==> src/rtl/ascensor_fsm.sv <==
// Four-floor elevator controller: latches floor calls and serves them in SCAN order,
// stepping one floor every TICKS_PISO cycles and holding doors open for TICKS_PUERTA cycles.
module ascensor_fsm #(
  parameter int TICKS_PISO   = 50_000_000,
  parameter int TICKS_PUERTA = 100_000_000
) (
  input  logic       clk,
  input  logic       rst_n,
  input  logic [3:0] llamada,
  output logic [1:0] piso,
  output logic [1:0] direccion,
  output logic       puertas_abiertas,
  output logic [3:0] pendientes
);

  typedef enum logic [1:0] {
    REPOSO   = 2'd0,
    MOVIENDO = 2'd1,
    PUERTA   = 2'd2
  } estado_t;

  localparam logic [1:0] DIR_STOP = 2'b00;
  localparam logic [1:0] DIR_UP   = 2'b01;
  localparam logic [1:0] DIR_DOWN = 2'b10;

  localparam int PW = $clog2(TICKS_PISO);
  localparam int DW = $clog2(TICKS_PUERTA);
  localparam logic [PW-1:0] PISO_MAX   = PW'(TICKS_PISO - 1);
  localparam logic [DW-1:0] PUERTA_MAX = DW'(TICKS_PUERTA - 1);

  estado_t       estado, estado_next;
  logic [1:0]    piso_next, piso_paso, direccion_next;
  logic [3:0]    pend_next;
  logic          puertas_next;
  logic [PW-1:0] cnt_piso, cnt_piso_next;
  logic [DW-1:0] cnt_puerta, cnt_puerta_next;
  logic          ultima_subida, ultima_subida_next;
  logic          hay_arriba, hay_abajo, subir, bajar, hay_mas_alla;

  // Bits strictly above / strictly below floor p.
  function automatic logic [3:0] mask_arriba(input logic [1:0] p);
    return 4'(4'b1110 << p);
  endfunction

  function automatic logic [3:0] mask_abajo(input logic [1:0] p);
    return 4'((4'b0001 << p) - 4'b0001);
  endfunction

  // All state is registered; outputs come straight from flops.
  always_ff @(posedge clk or negedge rst_n) begin
    if (!rst_n) begin
      estado           <= REPOSO;
      piso             <= 2'd0;
      direccion        <= DIR_STOP;
      puertas_abiertas <= 1'b0;
      pendientes       <= 4'b0000;
      cnt_piso         <= '0;
      cnt_puerta       <= '0;
      ultima_subida    <= 1'b1;
    end else begin
      estado           <= estado_next;
      piso             <= piso_next;
      direccion        <= direccion_next;
      puertas_abiertas <= puertas_next;
      pendientes       <= pend_next;
      cnt_piso         <= cnt_piso_next;
      cnt_puerta       <= cnt_puerta_next;
      ultima_subida    <= ultima_subida_next;
    end
  end

  // Next-state, counters and call latching.
  always_comb begin
    estado_next        = estado;
    piso_next          = piso;
    cnt_piso_next      = cnt_piso;
    cnt_puerta_next    = cnt_puerta;
    ultima_subida_next = ultima_subida;
    pend_next          = pendientes | llamada;
    piso_paso          = piso;
    hay_mas_alla       = 1'b0;

    hay_arriba = |(pendientes & mask_arriba(piso));
    hay_abajo  = |(pendientes & mask_abajo(piso));
    subir      = hay_arriba && (ultima_subida || !hay_abajo);
    bajar      = hay_abajo && !subir;

    case (estado)
      REPOSO: begin
        if (pendientes[piso]) begin
          estado_next     = PUERTA;
          cnt_puerta_next = '0;
          pend_next[piso] = 1'b0;
        end else if (subir || bajar) begin
          estado_next        = MOVIENDO;
          cnt_piso_next      = '0;
          ultima_subida_next = subir;
        end
      end

      MOVIENDO: begin
        if (cnt_piso == PISO_MAX) begin
          if (direccion == DIR_UP) begin
            piso_paso    = (piso != 2'd3) ? piso + 2'd1 : piso;
            hay_mas_alla = |(pendientes & mask_arriba(piso_paso));
          end else begin
            piso_paso    = (piso != 2'd0) ? piso - 2'd1 : piso;
            hay_mas_alla = |(pendientes & mask_abajo(piso_paso));
          end
          piso_next     = piso_paso;
          cnt_piso_next = '0;
          if (pendientes[piso_paso]) begin
            estado_next          = PUERTA;
            cnt_puerta_next      = '0;
            pend_next[piso_paso] = 1'b0;
          end else if (!hay_mas_alla) begin
            estado_next = REPOSO;
          end
        end else begin
          cnt_piso_next = cnt_piso + PW'(1);
        end
      end

      PUERTA: begin
        // A call for the floor we are standing on just keeps the doors open longer.
        if (llamada[piso]) begin
          pend_next[piso] = 1'b0;
          cnt_puerta_next = '0;
        end else if (cnt_puerta == PUERTA_MAX) begin
          estado_next = REPOSO;
        end else begin
          cnt_puerta_next = cnt_puerta + DW'(1);
        end
      end

      default: estado_next = REPOSO;
    endcase
  end

  // Output values for the next cycle; direction is only chosen when leaving REPOSO.
  always_comb begin
    puertas_next = (estado_next == PUERTA);
    if (estado_next == REPOSO) begin
      direccion_next = DIR_STOP;
    end else if (estado == REPOSO && estado_next == MOVIENDO) begin
      direccion_next = ultima_subida_next ? DIR_UP : DIR_DOWN;
    end else begin
      direccion_next = direccion;
    end
  end

endmodule

==> config.mk <==
export PLATFORM = sky130hd
export DESIGN_NAME = ascensor_fsm
export DESIGN_NICKNAME = d
export VERILOG_FILES = /design/src/rtl/ascensor_fsm.sv
export SDC_FILE = /design/constraint.sdc
export NUM_CORES = 1
export LEC_CHECK = 0
export BUFFER_PORTS_ARGS = -buffer_cell sky130_fd_sc_hd__buf_2
export CAP_MARGIN = 20
export CELL_PAD_IN_SITES_DETAIL_PLACEMENT = 1
export CELL_PAD_IN_SITES_GLOBAL_PLACEMENT = 2
export CORE_ASPECT_RATIO = 1.5
export CORE_UTILIZATION = 35
export CTS_CLUSTER_DIAMETER = 60
export DETAILED_ROUTE_END_ITERATION = 10
export PLACE_DENSITY_LB_ADDON = 0.05
export RECOVER_POWER = 25
export SETUP_SLACK_MARGIN = 0.15
export SLEW_MARGIN = 15
export SYNTH_ARGS = -nofsm -noshare
export SYNTH_HDL_FRONTEND = slang
export SYNTH_SLANG_ARGS = --single-unit
==> constraint.sdc <==
create_clock -name clk -period 1.95 [get_ports clk]
set_input_delay 0.195 -clock clk [delete_from_list [all_inputs] [get_ports clk]]
set_output_delay 0.195 -clock clk [all_outputs]
set_load 0.01 [all_outputs]
==> Word level (Yosys, flattened, before mapping) <==
Cells that the tools add are included.
{ "word_totals": {"register_bits": 65, "latch_bits": 0, "ramBits": 0, "mem_bits_ro": 0, "input_bits": 6, "out_inout_bits": 9, "memories": 0} }
{ "classes": {"add_sub_neg": 6, "multipliers": 0, "div": 0, "magnitude_cmp": 4, "eq_ne": 14, "shift": 4, "muxes": 47, "bitwise": 9, "reduce_logical": 22} }
{ "ops": {"columns": ["cell", "n"], "rows": [
  ["$mux W27", 5],
  ["$pmux W27 S3", 1],
  ["$mux W26", 3],
  ["$pmux W26 S2", 1],
  ["$mux W2", 15],
  ["$add A27 B1 Y27 const B", 1],
  ["$eq A27 B27 Y1 const B", 1],
  ["$add A26 B1 Y26 const B", 1],
  ["$eq A26 B26 Y1 const B", 1],
  ["$and A4 B4 Y4", 6],
  ["$mux W4", 4],
  ["$reduce_or A4 Y1", 4],
  ["$ne A2 B2 Y1 const B", 6],
  ["$pmux W4 S3", 1],
  ["$mux W1", 11],
  ["$not A4 Y4", 2],
  ["$shl A1 B2 Y4 const A", 2],
  ["$shl A4 B2 Y4 const A", 2],
  ["$sub A4 B1 Y4 const B", 2],
  ["$bmux W1 S2", 3],
  ["$eq A2 B1 Y1 const B", 3],
  ["$lt A2 B3 Y1 const B", 2],
  ["$pmux W2 S3", 1],
  ["$reduce_bool A2 Y1", 3],
  ["other kinds (15)", 25]
]} }

==> Longest topological paths before layout <==
Gate-level depths: netlist of run 1.
{ "logic_depth": {"word_depth": 17, "depth_mapped": 8, "ltp_nobuf": 7} }

==> Least setup slack after synthesis of run 1 <==
OpenSTA, ideal clock, no wires.
{ "synth_path": {"path_type": "register -> register", "startpoint": "register piso[0]", "endpoint": "register cnt_puerta[19]", "t_arrival_ns": 2.007, "setup_slack_ns": -0.138, "path_stages_with_launch": 7, "synth_period_minus_slack_ns": 2.088, "cell_sequence": "dfrtp_1 -> mux4_2 -> or3b_1 -> buf_6 -> buf_4 -> a21o_1 -> a31oi_2"} }
{ "synth_via": {"elab_chain_len": 9, "elab_cells_between_ends": 21, "classes_between": "2 x add/sub; 4 x eq/ne; 13 x mux; 2 x reduce/logical"} }
{ "synth_lines": {"columns": ["item", "line", "rtl"], "rows": [
  ["from (decl)", "10", "output logic [1:0] piso,"],
  ["from (signal assigned)", "62", "piso <= piso_next;"],
  ["$sub A2 B1 Y2, or another cell as far along", "107", "piso_paso = (piso != 2'd0) ? piso - 2'd1 : piso;"],
  ["$mux W2 (on tied branches)", "107, 104", null],
  ["$mux W2", "103", "if (direccion == DIR_UP) begin"],
  ["$mux W2", "102", "if (cnt_piso == PISO_MAX) begin"],
  ["$mux W2", "88", "case (estado)"],
  ["$bmux W1 S2", "112", "if (pendientes[piso_paso]) begin"],
  ["$mux W1 (not written as such)", "112", null],
  ["$ne A2 B2 Y1 (no source line)", null, null],
  ["$reduce_and A5 Y1 (no source line)", null, null],
  ["to (signal assigned)", "67", "cnt_puerta <= cnt_puerta_next;"],
  ["to (decl)", "36", "logic [DW-1:0] cnt_puerta, cnt_puerta_next;"]
]} }
Parallel ways exist; a longest one is shown, timed or not. The select of a mux whose other input is x is not followed.
A chain may end at the register's enable or synchronous reset.

==> Final worst setup path of run 1 <==
{ "layout_path": {"startpoint": "register piso[0]", "endpoint": "register cnt_puerta[11]"} }
Same word-level chain as after synthesis.

==> flow_summary.json, run 1 <==
{
  "wl_met3_um": 223,
  "final_cell_count_no_fill": 733,
  "clock_sinks": 65,
  "postSynthCellCount": 459,
  "rsz0062_at_grt": "yes",
  "cts_buffers": 9,
  "pin_count": 15,
  "clkTransAtPathRegs_ns": 0.05,
  "rr_worst_depth": 6,
  "yosysTopAreaCellShare": 0.392,
  "hold_start": "llamada[1]",
  "yosysMostFrequentCell": "dfrtp_1",
  "p_leak_uw": 0.00250,
  "grt_max_degree": 50,
  "violations": "negative setup slack",
  "ys.warnings.count": 0,
  "grt_pass1_wl_um": 22700,
  "grt.overflow.total": 0,
  "grt_util_all_layers": 0.235,
  "antenna_cells": 0,
  "power_uw": 3240,
  "clock-root-buffer": "clkbuf_16",
  "worst_setup_path_end_kind": "register",
  "drive_gt1_frac": 0.379,
  "first_pass_iters": 4,
  "status": "complete, but fails checks",
  "coreArea_sq_um": 11500,
  "hold_violations": 0,
  "nNetsFinal": 586,
  "totalWireLength_um": 13500,
  "hold_path_class": "in -> reg",
  "tns_ns": -1.94,
  "hpwl_um": 9290,
  "ys_seq_area_frac": 0.398,
  "slew_headroom": 0.327,
  "synth_ff_type": "dfrtp_1",
  "critPathLaunch": "piso[0]",
  "dp_cells": 695,
  "drt.antenna.violating_nets": 0,
  "power_density_nw_per_um2": 550,
  "async_flop_share": 1.00,
  "cts_tree": "done",
  "synth_area_sq_um": 4090,
  "die_x_um": 90.3,
  "critical_path.reg2reg.startpoint": "piso[0]",
  "start_util": 0.356,
  "placementRows": 48,
  "synth_seq_cells": 65,
  "synth_cell_types": 70,
  "area_delta_synth_final_pct": 44.1,
  "cp_max_fo": 14,
  "wire_per_inst_um": 18.4,
  "die_height_um": 134,
  "synth_edf_count": 0,
  "clockBufferDepth": 2,
  "fin_crit_ns": 2.03,
  "setup_violations": 47,
  "synth.avg_cell_area_sq_um": 8.91,
  "htreeDepth": 3,
  "wl_met1_um": 5600,
  "fin_ws_ns": -0.0806,
  "final-max-slew-violation-count": 0,
  "synthTopCellsByArea": "dfrtp_1 39%, a21oi_1 4.0%, nand2_1 3.7%",
  "clkLatencyLatePin_ns": 0.33,
  "dieArea_sq_um": 12100,
  "finalCritPeriodShare": 1.04,
  "wl_met2_um": 7400,
  "fmax_ghz": 0.492,
  "start_kind": "register",
  "drv_cap": 0,
  "routabilityCongestion": 0.806,
  "avgViaCountPerCell": 5.55,
  "whs_path_depth": 3,
  "critPathKind": "reg -> reg",
  "required_ns": 2.21,
  "antenna_found_initial": 0,
  "grt_pass1_vias": 4515,
  "critPathArrivalTime_ns": 2.29,
  "place_ws_ns": -0.144,
  "syn_nets": 467,
  "clock_skew_ns": 0.00538,
  "yosys-top-cells-count": "64 x dfrtp_1, 40 x nand2_1, 33 x a21oi_1, 29 x nor2_1, 25 x o21ai_0",
  "top_layer": "met4",
  "synth_largest_area_cell": "dfrtp_1",
  "fin_util": 0.514,
  "worst_pin_slew_ns": 1.01,
  "drtIter0Drc": 115,
  "post-route-drc-count": 0,
  "vias": 4070,
  "portBuffers": 14,
  "peakVddDrop_mv": 0.401
}
## layout by cell type, fill, tap and decap left out, drive strengths merged, types with 3 or more instances in the layout
cell type  instances
o22ai              3
nor4              10
nor3              12
nand4             14
mux2               3
a41oi              5
mux2i             10
nand2b             6
and4               9
o31ai              4
buf              132
xor2               3
a22o               4
nor2              29
clkinv             3
a31oi             24
clkbuf            13
nand2             40
a21oi             38
xnor2              4
and2               5
nand3             21
nor2b              4
nor3b              3
o21ai             30
a21o              14
nand4b             3
o21a               7
dfrtp             64
and3               6
inv               20
## area by class of cell
class | count | area [sq um]
fill | 1306 | 5580
multi-input combinational | 345 | 2510
sequential | 65 | 1630
timing repair buffer | 136 | 1180
clock buffer | 11 | 243
tap | 150 | 188
inverter | 21 | 81.3
clock inverter | 5 | 55.1
## power by group
group | internal [uW] | total [uW] | leakage, uW | switching, uW
Sequential | 1370 | 1380 | 0.000867 | 11.9
Combinational | 105 | 231 | 0.00149 | 126
Clock | 1020 | 1630 | 0.000142 | 607
## worst paths after layout
path | to | slack (ns)
max | cnt_puerta[11] | -0.08
min | pendientes[1] | 0.17
min reg2reg | ultima_subida | 0.49
max in group asynchronous | cnt_puerta[14] | 0.16
max reg2reg | cnt_puerta[11] | -0.08
min in group asynchronous | cnt_piso[14] | 0.55
## registers in the layout, indices dropped and copies added, names as in the netlist
| register | count |
|---|---|
| ultima_subida | 1 |
| cnt_puerta | 27 |
| direccion | 2 |
| cnt_piso | 26 |
| estado | 2 |
| pendientes | 4 |
| puertas_abiertas | 1 |
| piso | 2 |
## per-layer routing
layer	vias to the layer above	global-route usage
met5	-	0
met3	18	0.0312
li1	1965	-
met4	0	0.0878
met2	38	0.447
met1	2049	0.264
## through the flow
step	cell area [sq um]	hold slack, ns
after floorplan	4190	-0.101
after global placement	5110	0.164
after detailed placement	5110	0.162
after CTS	5750	0.146
after global routing	5890	0.167
final	5890	0.171
## critical path: stages (launching register included)
cell     delay (ns)
dfrtp_2        0.36
mux4_2         0.55
or3b_4         0.41
buf_12         0.16
buf_6          0.11
a31o_4         0.19
a31oi_2        0.16
## cell families after synthesis
kind of cell / Yosys count / share of synthesized area
buf+inv: 49 / 0.0529
simple gates: 169 / 0.229
xor+xnor: 7 / 0.0150
mux: 15 / 0.0438
compound gates: 152 / 0.256
fa+ha+maj: 2 / 0.00612
flops: 65 / 0.398
## timing repair
item / in CTS / in global routing
setup buffers: 9 / 8
setup endpoints to repair: 62 / 65
pin swaps: 12 / 7
hold buffers: 1 / 0
cloned: 4 / 0
resized for setup: 42 / 25
hold endpoints to repair: 16 / 0
(Power assumes the default switching activity.)
==> inputs of run 2 (changes only) <==
==> constraint.sdc (replaced) <==
create_clock -name clk -period 1.8 [get_ports clk]
set_input_delay 0.18 -clock clk [delete_from_list [all_inputs] [get_ports clk]]
set_output_delay 0.18 -clock clk [all_outputs]
set_load 0.01 [all_outputs]
==> flow_summary.json, run 2 (synthesized netlist as in run 1, its figures left out) <==
{
  "placementRows": 48,
  "final_common_cell": "buf_4",
  "largest_register_ffs": 27,
  "hold_path_class": "in -> reg",
  "grt_pass1_vias": 4505,
  "use_met3": 0.0249,
  "post-route-drc-count": 0,
  "start_util": 0.356,
  "slowest_stage": "dfrtp_2",
  "avgViaCountPerCell": 5.67,
  "worst_pin_slew_ns": 0.657,
  "cp_max_fo": 10,
  "cts_buffers": 9,
  "antenna_cells": 0,
  "regMostFlops": "cnt_puerta",
  "peakVddDrop_mv": 0.455,
  "largestRegisters": "cnt_puerta: 27 flops, cnt_piso: 26 flops, pendientes: 4 flops",
  "required_ns": 2.05,
  "rsz0062_at_grt": "yes",
  "grt_pass1_wl_um": 22500,
  "start_kind": "register",
  "clock_sinks": 65,
  "tns_ns": -13.09,
  "portBuffers": 14,
  "slew_headroom": 0.562,
  "htreeDepth": 3,
  "wire_per_inst_um": 19.4,
  "status": "complete, but fails checks",
  "gr-usage-met1": 0.262,
  "area_delta_synth_final_pct": 53.6,
  "drt.antenna.violating_nets": 0,
  "grt.overflow.total": 0,
  "fin_crit_ns": 2.11,
  "antenna_found_initial": 0,
  "power_density_nw_per_um2": 567,
  "nNetsFinal": 615,
  "final_cell_mix": "119 x buf_4, 63 x dfrtp_1, 38 x nand2_1",
  "cp_top_family": "compound AO/OA/AOI/OAI gates",
  "timing.critical_path.buf_inv": 4,
  "holdWs_ns": 0.161,
  "drive_gt1_frac": 0.433,
  "final-max-slew-violation-count": 0,
  "clock-root-buffer": "clkbuf_16",
  "violations": "negative setup slack",
  "grt_util_all_layers": 0.235,
  "first_pass_iters": 4,
  "critPathMaxStageDelay_ns": 0.41,
  "fmax_ghz": 0.473,
  "grtUsageMet2": 0.458,
  "cts_tree": "done",
  "routabilityCongestion": 0.811,
  "top_usage_layer": "met2",
  "grt_max_degree": 25,
  "p_leak_uw": 0.00267,
  "path_cells": "buf_4 > buf_8 > mux2_4 > mux2i_1 > o21a_1 > o22a_4 > inv_6 > buf_12 > a31oi_2",
  "setup_violations": 62,
  "hpwl_um": 9780,
  "coreArea_sq_um": 11500,
  "totalWireLength_um": 14800,
  "clkLatencyLatePin_ns": 0.33,
  "finalCritPeriodShare": 1.17,
  "hold_violations": 0,
  "vias": 4321,
  "critPathArrivalTime_ns": 2.36,
  "fin_ws_ns": -0.315,
  "worst_setup_path_end_kind": "register",
  "die_x_um": 90.3,
  "pin_count": 15,
  "drv_cap": 0,
  "clockBufferDepth": 2,
  "critPathKind": "reg -> reg",
  "drtIter0Drc": 218,
  "dieArea_sq_um": 12100,
  "clock_skew_ns": 0.0104,
  "clkTransAtPathRegs_ns": 0.05,
  "die_height_um": 134
}
## run 2: changes by cell type in the layout (fill, tap and decap cells not counted), moves of 3 or more
cell / change
a21oi_1: -9
a21oi_2: +8
a41oi_1: -3
a41oi_2: +3
buf_4: +20
buf_6: +8
clkbuf_16: +3
o21ai_0: -4
## run 2: what timing repair did
item	4_1_cts	5_1_grt
endpoints found under the hold margin	20	0
buffers inserted	5	17
endpoints found under the setup margin	65	65
pin swaps	2	14
cloned	2	3
hold buffers	1	0
gates resized for setup	19	77
## run 2: worst paths after layout
| check | start | end | slack, ns | cells past startpoint |
|---|---|---|---|---|
| setup / recovery | piso[0] | cnt_puerta[19] | -0.31 | 9 |
| hold / removal | llamada[2] | pendientes[2] | 0.16 | 3 |
| setup reg to reg | piso[0] | cnt_puerta[19] | -0.31 | 9 |
| hold reg to reg | ultima_subida | ultima_subida | 0.50 | 2 |
| max in group asynchronous | rst_n | ultima_subida | 0.75 | 3 |
| min in group asynchronous | rst_n | cnt_piso[13] | 0.41 | 2 |
## run 2: worst reg2reg max path: cells and delay by family (launching register included)
| kind | cells | cell delay [ns] |
|---|---|---|
| compound gates | 3 | 0.59 |
| buf+inv | 4 | 0.47 |
| flops | 1 | 0.41 |
| mux | 2 | 0.57 |
## run 2: final cells by class
cell class | instances | area, sq um
inverter | 21 | 86.3
sequential | 65 | 1630
tap | 150 | 188
multi-input combinational | 345 | 2640
clock buffer | 13 | 250
clock inverter | 3 | 40.0
fill | 1317 | 5190
timing repair buffer | 165 | 1450
## run 2: stage by stage
stage | instance area, sq um | util | instances | total power, uW | worst slack [ns]
after floorplan | 4250 | - | 459 | 1640 | -0.205
after global placement | 5320 | 0.464 | 718 | 1770 | -0.207
after detailed placement | 5320 | 0.464 | 718 | 1780 | -0.252
after CTS | 5790 | 0.505 | 742 | 3580 | -0.269
after global routing | 6280 | 0.548 | 762 | 3680 | -0.373
final | 6280 | 0.548 | 762 | 3560 | -0.315
## run 2: layer usage
layer  routed length (um)  part of all wire
met5                    0                 0
met4                  329             0.022
met3                  340             0.023
met2                 8340              0.56
met1                 5770              0.39
## run 2: power breakdown
| part | switching (uW) | total (uW) | internal, uW |
|---|---|---|---|
| clock network | 659 | 1770 | 1110 |
| logic | 158 | 292 | 134 |
| registers | 14.0 | 1500 | 1490 |
==> inputs of run 3 (changes only) <==
--- a/config.mk
+++ b/config.mk
@@ -9,13 +9,14 @@
 export CAP_MARGIN = 20
 export CELL_PAD_IN_SITES_DETAIL_PLACEMENT = 1
 export CELL_PAD_IN_SITES_GLOBAL_PLACEMENT = 2
-export CORE_ASPECT_RATIO = 1.5
+export CORE_ASPECT_RATIO = 0.8
+export CORE_MARGIN = 5
 export CORE_UTILIZATION = 35
 export CTS_CLUSTER_DIAMETER = 60
 export DETAILED_ROUTE_END_ITERATION = 10
 export PLACE_DENSITY_LB_ADDON = 0.05
 export RECOVER_POWER = 25
-export SETUP_SLACK_MARGIN = 0.15
+export SETUP_SLACK_MARGIN = 0.3
 export SLEW_MARGIN = 15
 export SYNTH_ARGS = -nofsm -noshare
 export SYNTH_HDL_FRONTEND = slang
==> flow_summary.json, run 3 (synthesized netlist as in run 1, its figures left out) <==
{
  "rsz0062_at_grt": "yes",
  "holdWs_ns": 0.242,
  "largest_register_ffs": 27,
  "p_leak_uw": 0.00262,
  "totalWireLength_um": 14800,
  "coreArea_sq_um": 11500,
  "setup_violations": 62,
  "power_uw": 3590,
  "placementRows": 35,
  "hpwl_um": 9760,
  "timing.critical_path.buf_inv": 2,
  "antenna_found_initial": 0,
  "fin_area_sq_um": 6190,
  "start_util": 0.356,
  "post_dp_cell_area_sq_um": 5320,
  "drive_gt1_frac": 0.419,
  "status": "complete, but fails checks",
  "final_cell_mix": "115 x buf_4, 63 x dfrtp_1, 35 x nand2_1",
  "cp_max_fo": 12,
  "power_frac_comb": 0.087,
  "wire_per_inst_um": 19.8,
  "hold_path_class": "in -> reg",
  "nNetsFinal": 602,
  "slowest_stage": "mux4_2",
  "critPathArrivalTime_ns": 2.33,
  "power_density_nw_per_um2": 580,
  "first_pass_iters": 4,
  "worst_setup_path_end_kind": "register",
  "worst_pin_slew_ns": 1.29,
  "fin_crit_ns": 2.07,
  "clock-root-buffer": "clkbuf_16",
  "fmax_ghz": 0.483,
  "grt.overflow.total": 0,
  "p_sw_uw": 858,
  "critPathKind": "reg -> reg",
  "grtUsageMet2": 0.340,
  "htreeDepth": 3,
  "antenna_cells": 0,
  "cts_tree": "done",
  "clkLatencyLatePin_ns": 0.34,
  "grt_util_all_layers": 0.217,
  "sw_frac_of_total": 0.239,
  "cp_top_family": "multiplexers",
  "use_met3": 0.0383,
  "drt.antenna.violating_nets": 0,
  "routabilityCongestion": 0.810,
  "clkTransAtPathRegs_ns": 0.06,
  "dp_cells": 710,
  "grt_pass1_vias": 4461,
  "whs_path_depth": 4,
  "pin_count": 15,
  "clock_skew_ns": 0.00662,
  "peakVddDrop_mv": 0.378,
  "critPathMaxStageDelay_ns": 0.54,
  "final-max-slew-violation-count": 0,
  "hold_violations": 0,
  "portBuffers": 14,
  "gr-usage-met1": 0.305,
  "path_cells": "mux4_2 > nand2b_4 > nor4_4 > o22a_4 > inv_6 > buf_12 > a31oi_1",
  "largestRegisters": "cnt_puerta: 27 flops, cnt_piso: 26 flops, pendientes: 4 flops",
  "rr_worst_depth": 7,
  "clockBufferDepth": 2,
  "area_delta_synth_final_pct": 51.4,
  "dieArea_sq_um": 14000,
  "drv_cap": 0,
  "p_int_uw": 2730,
  "post-route-drc-count": 0,
  "nFillCells": 1287,
  "final_common_cell": "buf_4",
  "clock_sinks": 65,
  "die_height_um": 107,
  "regMostFlops": "cnt_puerta",
  "path_depth": 7,
  "grt_pass1_wl_um": 23800,
  "drtIter0Drc": 214,
  "fin_ws_ns": -0.269,
  "clkPwrFrac": 0.495,
  "grt_max_degree": 27,
  "die_x_um": 131,
  "required_ns": 2.06,
  "vias": 4221,
  "finalCritPeriodShare": 1.15,
  "cts_buffers": 9,
  "avgViaCountPerCell": 5.65,
  "top_usage_layer": "met2",
  "slew_headroom": 0.140,
  "final_cell_count_no_fill": 747,
  "start_kind": "register",
  "violations": "negative setup slack",
  "p_seq_frac": 0.417
}
## run 3: path summary, 6_finish.rpt
kind,slack [ns],to,from
setup / recovery,-0.27,cnt_puerta[10],piso[0]
hold / removal,0.24,pendientes[0],llamada[0]
setup reg to reg,-0.27,cnt_puerta[10],piso[0]
hold reg to reg,0.50,ultima_subida,ultima_subida
max in group asynchronous,0.16,cnt_puerta[6],rst_n
min in group asynchronous,0.64,direccion[1],rst_n
## run 3: cell type report
cell class                 instances  area (sq um)  share of cell area
sequential                        65          1630               0.263
inverter                          21          87.6              0.0141
tap                              148           185              0.0299
multi-input combinational        345          2680               0.432
timing repair buffer             152          1320               0.214
clock buffer                      13           250              0.0404
clock inverter                     3          40.0             0.00647
## run 3: power groups by stage
stage               logic (uW)  registers (uW)  clock network (uW)
floorplan                 99.6            1540                   0
global placement           242            1520                   0
detailed placement         251            1520                   0
CTS                        279            1500                1820
global route               343            1500                1890
finish                     314            1500                1780
## run 3: worst register-to-register path, stage by stage, from the launching register on
cell      delay, ns
dfrtp_2        0.37
mux4_2         0.54
nand2b_4       0.18
nor4_4         0.28
o22a_4         0.24
inv_6          0.06
buf_12         0.15
a31oi_1        0.17
## run 3: per-stage QoR
step,utilization,setup TNS (ns),worst slack [ns]
global route,0.540,-16.75,-0.333
finish,0.540,-11.28,-0.269
detailed placement,0.464,-9.21,-0.238
CTS,0.521,-7.95,-0.215
floorplan,-,-5.83,-0.205
global placement,0.464,-7.36,-0.193
## run 3: per-layer routing
layer	up-vias	part of all wire	wire [um]
li1	2002	-	-
met1	2138	0.49	7200
met5	-	0	0
met4	0	0.016	235
met3	23	0.028	414
met2	58	0.47	6910
## run 3: repair_timing
item,in CTS,in global routing
hold buffers,1,0
endpoints found under the setup margin,65,65
endpoints found under the hold margin,16,0
pin swaps,22,14
buffers inserted,11,6
gates resized for setup,55,28
cloned,2,1
